$ cat config.mk
export PLATFORM = sky130hd
export DESIGN_NAME = multi_clk_generator
export DESIGN_NICKNAME = d
export VERILOG_FILES = /design/src/rtl/multi_clk_generator_pkg.sv /design/src/rtl/multi_clk_generator_channel.sv /design/src/rtl/multi_clk_generator.sv
export SDC_FILE = /design/constraint.sdc
export NUM_CORES = 2
export LEC_CHECK = 0
export ABC_AREA = 1
export CAP_MARGIN = 20
export CORE_MARGIN = 3
export CORE_UTILIZATION = 60
export DETAILED_ROUTE_END_ITERATION = 7
export HOLD_SLACK_MARGIN = 0.02
export PLACE_DENSITY_LB_ADDON = 0.2
export SYNTH_ARGS = -nofsm -noshare
export SYNTH_HDL_FRONTEND = slang
export SYNTH_HIERARCHICAL = 1
export SYNTH_SLANG_ARGS = --single-unit
export TNS_END_PERCENT = 100
$ cat constraint.sdc
create_clock -name clk -period 7.4 [get_ports clk]
set_clock_uncertainty 0.2 [all_clocks]
set_input_delay 1.48 -clock clk [delete_from_list [all_inputs] [get_ports clk]]
set_output_delay 1.48 -clock clk [all_outputs]
set_load 0.03 [all_outputs]
$ cat src/rtl/multi_clk_generator_pkg.sv
// Shared definitions for the multi-channel derived clock / tick generator.
package multi_clk_generator_pkg;

  typedef enum logic [1:0] {
    IDLE = 2'd0,
    RUN  = 2'd1,
    DONE = 2'd2
  } ch_state_e;

  localparam logic MODE_TOGGLE = 1'b0;
  localparam logic MODE_PULSE  = 1'b1;

endpackage

$ cat src/rtl/multi_clk_generator_channel.sv
// One generator channel: IDLE/RUN/DONE FSM, wrap-safe deadline and event counter.
module clk_gen_channel
  import multi_clk_generator_pkg::*;
#(
  parameter int WIDTH = 32,
  parameter int CNT_W = 16
) (
  input  logic             clk,
  input  logic             rst,
  input  logic [WIDTH-1:0] count,
  input  logic             en,
  input  logic             mode,
  input  logic [WIDTH-1:0] limit,
  input  logic [CNT_W-1:0] n_target,
  output logic             clk_out,
  output logic             done
);

  localparam logic [WIDTH-1:0] LIM_MAX = {1'b0, {(WIDTH-1){1'b1}}};
  localparam logic [WIDTH-1:0] LIM_MIN = {{(WIDTH-1){1'b0}}, 1'b1};
  localparam logic [CNT_W-1:0] EVT_ONE = {{(CNT_W-1){1'b0}}, 1'b1};

  ch_state_e        state;
  logic [WIDTH-1:0] deadline;
  logic [WIDTH-1:0] lim_q;
  logic [WIDTH-1:0] eff_limit;
  logic [WIDTH-1:0] diff;
  logic [CNT_W-1:0] evt;
  logic [CNT_W-1:0] tgt_q;
  logic [CNT_W-1:0] evt_inc;
  logic [CNT_W-1:0] evt_nxt;
  logic             mode_q;
  logic             expiry;
  logic             last_evt;

  // Periods are capped below half the timestamp range so the sign of
  // (count - deadline) always tells "reached" from "not yet".
  always_comb begin
    eff_limit = limit;
    if (limit == '0)
      eff_limit = LIM_MIN;
    else if (limit[WIDTH-1])
      eff_limit = LIM_MAX;
  end

  assign diff     = count - deadline;
  assign expiry   = ~diff[WIDTH-1];
  assign evt_inc  = evt + EVT_ONE;
  assign evt_nxt  = (evt == '1) ? evt : evt_inc;
  assign last_evt = (tgt_q != '0) && (evt_inc == tgt_q);

  always_ff @(posedge clk or negedge rst) begin
    if (!rst) begin
      state    <= IDLE;
      clk_out  <= 1'b0;
      done     <= 1'b0;
      deadline <= '0;
      lim_q    <= '0;
      evt      <= '0;
      tgt_q    <= '0;
      mode_q   <= MODE_TOGGLE;
    end else begin
      case (state)
        IDLE: begin
          clk_out <= 1'b0;
          done    <= 1'b0;
          if (en) begin
            lim_q    <= eff_limit;
            deadline <= count + eff_limit;
            evt      <= '0;
            mode_q   <= mode;
            tgt_q    <= n_target;
            state    <= RUN;
          end
        end
        RUN: begin
          if (!en) begin
            state   <= IDLE;
            clk_out <= 1'b0;
          end else if (expiry) begin
            // Advance from the old deadline, not from count, so no drift accumulates.
            deadline <= deadline + lim_q;
            evt      <= evt_nxt;
            clk_out  <= (mode_q == MODE_PULSE) ? 1'b1 : ~clk_out;
            if (last_evt) begin
              state <= DONE;
              done  <= 1'b1;
            end
          end else if (mode_q == MODE_PULSE) begin
            clk_out <= 1'b0;
          end
        end
        DONE: begin
          if (!en) begin
            state   <= IDLE;
            done    <= 1'b0;
            clk_out <= 1'b0;
          end else if (mode_q == MODE_PULSE) begin
            clk_out <= 1'b0;
          end
        end
        default: begin
          state   <= IDLE;
          clk_out <= 1'b0;
          done    <= 1'b0;
        end
      endcase
    end
  end

endmodule

$ cat src/rtl/multi_clk_generator.sv
// NUM_CH independent derived-clock / tick channels timed off a shared timestamp.
module multi_clk_generator
  import multi_clk_generator_pkg::*;
#(
  parameter int NUM_CH = 4,
  parameter int WIDTH  = 32,
  parameter int CNT_W  = 16
) (
  input  logic                    clk,
  input  logic                    rst,
  input  logic [WIDTH-1:0]        count,
  input  logic [NUM_CH-1:0]       en,
  input  logic [NUM_CH-1:0]       mode,
  input  logic [NUM_CH*WIDTH-1:0] limit,
  input  logic [NUM_CH*CNT_W-1:0] n_target,
  output logic [NUM_CH-1:0]       clk_out,
  output logic [NUM_CH-1:0]       done
);

  for (genvar i = 0; i < NUM_CH; i++) begin : g_ch
    clk_gen_channel #(
      .WIDTH (WIDTH),
      .CNT_W (CNT_W)
    ) u_ch (
      .clk      (clk),
      .rst      (rst),
      .count    (count),
      .en       (en[i]),
      .mode     (mode[i]),
      .limit    (limit[i*WIDTH +: WIDTH]),
      .n_target (n_target[i*CNT_W +: CNT_W]),
      .clk_out  (clk_out[i]),
      .done     (done[i])
    );
  end

endmodule

==> impl_metrics.env <==
export IMPL_status="finished clean"
export IMPL_fmax_ghz=0.171
export IMPL_setup_violations_final=0
export IMPL_synth_nets=6910
export IMPL_path_delay_family="simple AND/OR/NAND/NOR gates"
export IMPL_grt_max_degree=144
export IMPL_powerDensity_nw_per_um2=416
export IMPL_rsz0062_at_grt="no"
export IMPL_firstDrtPassIters=8
export IMPL_synth_enable_flop_cells=0
export IMPL_wl_per_cell_um=19.1
export IMPL_vias_per_cell=5.92
export IMPL_detailed_place_area_sq_um=42800
export IMPL_post_cts_buffers=0
export IMPL_grt_remaining_overflow=0
export IMPL_vias=43600
export IMPL_finalCriticalPeriod_ps=5860
export IMPL_cts_tree="done"
export IMPL_start_util_pct=61.0
export IMPL_path_class="in2reg"
export IMPL_synth_async_sr_flop_share_pct=100
export IMPL_antenna_found_initial=4
export IMPL_portBuffers=241
export IMPL_first_global_vias=40700
export IMPL_crit_path_start_kind="input pin"
export IMPL_area_delta_synth_final_pct=12.0
export IMPL_coreArea_sq_um=64900
export IMPL_cts_made_buffers=49
export IMPL_netlist_area_sq_um=39600
export IMPL_dieWidth_um=263
export IMPL_total_power_mw=18.5
export IMPL_nets=7103
export IMPL_path_buf_inv=1
export IMPL_slew_headroom_pct=17.9
export IMPL_drcViolationCount=0
export IMPL_gp_congestion=1.06
export IMPL_cts_max_level=2
export IMPL_worst_slack_ps=1540
export IMPL_synth_avg_cell_area_sq_um=6.30
export IMPL_drv_cap=0
export IMPL_worstMarginPinSlew_ps=1220
export IMPL_drt_iter0_drc=4762
export IMPL_clk_pin_slew_ps=60
export IMPL_drive_gt1_share_pct=3.73
export IMPL_place_ws_ps=1170
export IMPL_grtUsageTotal_pct=39.3
export IMPL_die_h_um=263
export IMPL_io_pins=242
export IMPL_ant_nets=0
export IMPL_cp_data_arrival_time_ps=6120
export IMPL_ys_top_cells_by_count="nand2_1, inv_1, nor2_1"
export IMPL_clkSinkCount=400
export IMPL_seq_area_sq_um=10000
export IMPL_synth_warnings=6
export IMPL_synth_cells=6284
export IMPL_clkLatencyLatePin_ps=610
export IMPL_ir_drop_mv=0.501
export IMPL_stdcell_area_sq_um=44400
export IMPL_cts_resized=0
export IMPL_synth_top_area_cell="dfrtp_1"
export IMPL_cts_buffer_depth=3
export IMPL_rows=93
export IMPL_ys_types=54
export IMPL_critical_path_slowest_cell="nor4_1"
export IMPL_p_leak_nw=21.7
export IMPL_slowest_delay_ps=1030
export IMPL_synth_seq_area_share_pct=25.3
export IMPL_synth_seq_cells=400
export IMPL_cpMostUsedCell="nand2_1"
export IMPL_dieArea_sq_um=69100
export IMPL_yosysMostFrequentCell="nand2_1"
export IMPL_synth_area_top_cells="dfrtp_1, nand2_1, ha_1, inv_1, nor2_1"
export IMPL_slew_violations=0
export IMPL_grt_pass1_wl_um=219000
export IMPL_tns_ps=0
export IMPL_min_period_over_period_pct=79.2
export IMPL_timing_hold_ws_ps=293
export IMPL_synth_top_area_share_pct=25.3
export IMPL_worst_path_max_fanout=5
export IMPL_hold_violations=0
export IMPL_fillCellCount=5956
export IMPL_hold_path_class="reg2reg"
export IMPL_hpwl_um=109000
export IMPL_cp_required_ps=7660
export IMPL_wl_um=141000
export IMPL_multi_input_area_sq_um=26100
export IMPL_ctsRootBufferMaster="clkbuf_16"
export IMPL_cts_hold_buf=0
export IMPL_crit_chain="clkdlybuf4s50_1 > nor4_1 > nand4_1 > nor4_1 > nand3_1 > nand2_1 > ha_1 > fa_1 > nand2_1 > a21oi_2 > nand3_1 > nand2_1 > nand3_1 > nand2_1 > nand3_1 > nand2_1 > nand2_1 > nand3_1 > nand2_1 > nand2_1 > o21ai_0"
export IMPL_end_kind="flip-flop"
export IMPL_synth_top_flop_cell="dfrtp_1"
==> worst min-delay path, cell delays in order (launching register included) <==
cell	delay [ps]
dfrtp_1	340
nand2_1	60
nand2_1	60
==> path summary, 6_finish.rpt <==
| path | start | cells past startpoint | to | slack (ps) |
|---|---|---|---|---|
| worst min register to register | g_ch[3].u_ch/lim_q[28] | 2 | g_ch[3].u_ch/lim_q[28] | 290 |
| worst min-delay path | g_ch[3].u_ch/lim_q[28] | 2 | g_ch[3].u_ch/lim_q[28] | 290 |
| min in group asynchronous | rst | 1 | g_ch[1].u_ch/deadline[13] | 660 |
| max in group asynchronous | rst | 2 | g_ch[2].u_ch/tgt_q[1] | 5070 |
| worst max-delay path | limit[60] | 21 | g_ch[1].u_ch/deadline[22] | 1540 |
| worst max register to register | g_ch[0].u_ch/deadline[30] | 15 | g_ch[0].u_ch/deadline[9] | 3880 |
==> metrics by stage <==
stage | utilization, % | std cells
after detailed placement | 65.9 | 7281
after global placement | 65.9 | 7281
after global routing | 68.3 | 7366
after floorplan | - | 6284
after CTS | 68.3 | 7366
final | 68.4 | 7370
==> flip-flops by register name, indices dropped and copies added (netlist names) <==
name	flops
g_ch.u_ch/tgt_q	64
g_ch.u_ch/evt	64
g_ch.u_ch/state	8
g_ch.u_ch/mode_q	4
g_ch.u_ch/deadline	128
g_ch.u_ch/done	4
g_ch.u_ch/lim_q	124
g_ch.u_ch/clk_out	4
==> final cells by class <==
type / instances / share of cell area (%)
Clock inverter: 14 / 0.454
Tap cell: 855 / 2.41
Antenna cell: 4 / 0.0226
Inverter: 756 / 6.41
Sequential cell: 400 / 22.6
Multi-Input combinational cell: 4994 / 58.9
Clock buffer: 71 / 3.18
Timing Repair Buffer: 276 / 6.09
==> where the power goes <==
part	switching (mW)	total, mW	internal (mW)
Sequential	0.728	3.81	3.08
Combinational	8.17	12.2	4.00
Clock	1.02	2.51	1.49
Total	9.92	18.5	8.57
==> cells in the final DEF, fill, tap and decap left out, types with 36 or more instances in the layout <==
master,Yosys,final
nand2_1,1886,1886
inv_1,744,743
nor2_1,642,642
o21ai_0,453,453
nand3_1,441,441
a21oi_1,436,436
dfrtp_1,400,400
ha_1,384,381
clkdlybuf4s50_1,0,240
a31oi_1,100,100
nand4_1,97,97
o21ai_1,76,76
nand3b_1,65,65
nor3_1,63,63
clkbuf_16,0,51
nor4_1,42,42
or2_2,36,36
o21bai_1,36,36
==> kinds of logic after synthesis <==
family	Yosys count	share of synthesized area, %
AO/OA/AOI/OAI	1195	16.3
multiplexers	1	0.0253
buffers and inverters	890	8.78
XOR/XNOR	49	1.08
flip-flops	400	25.3
AND/OR/NAND/NOR	3357	36.0
adder cells (fa/ha/maj)	392	12.5
==> per-layer routing <==
layer	GRT usage (%)	vias up	wire, um
li1	-	21200	-
met1	51.3	19900	57400
met2	61.2	2100	60800
met3	7.50	481	13400
met4	21.8	0	8970
met5	0	-	0
No activity file was read; power rests on OpenSTA's default activity.
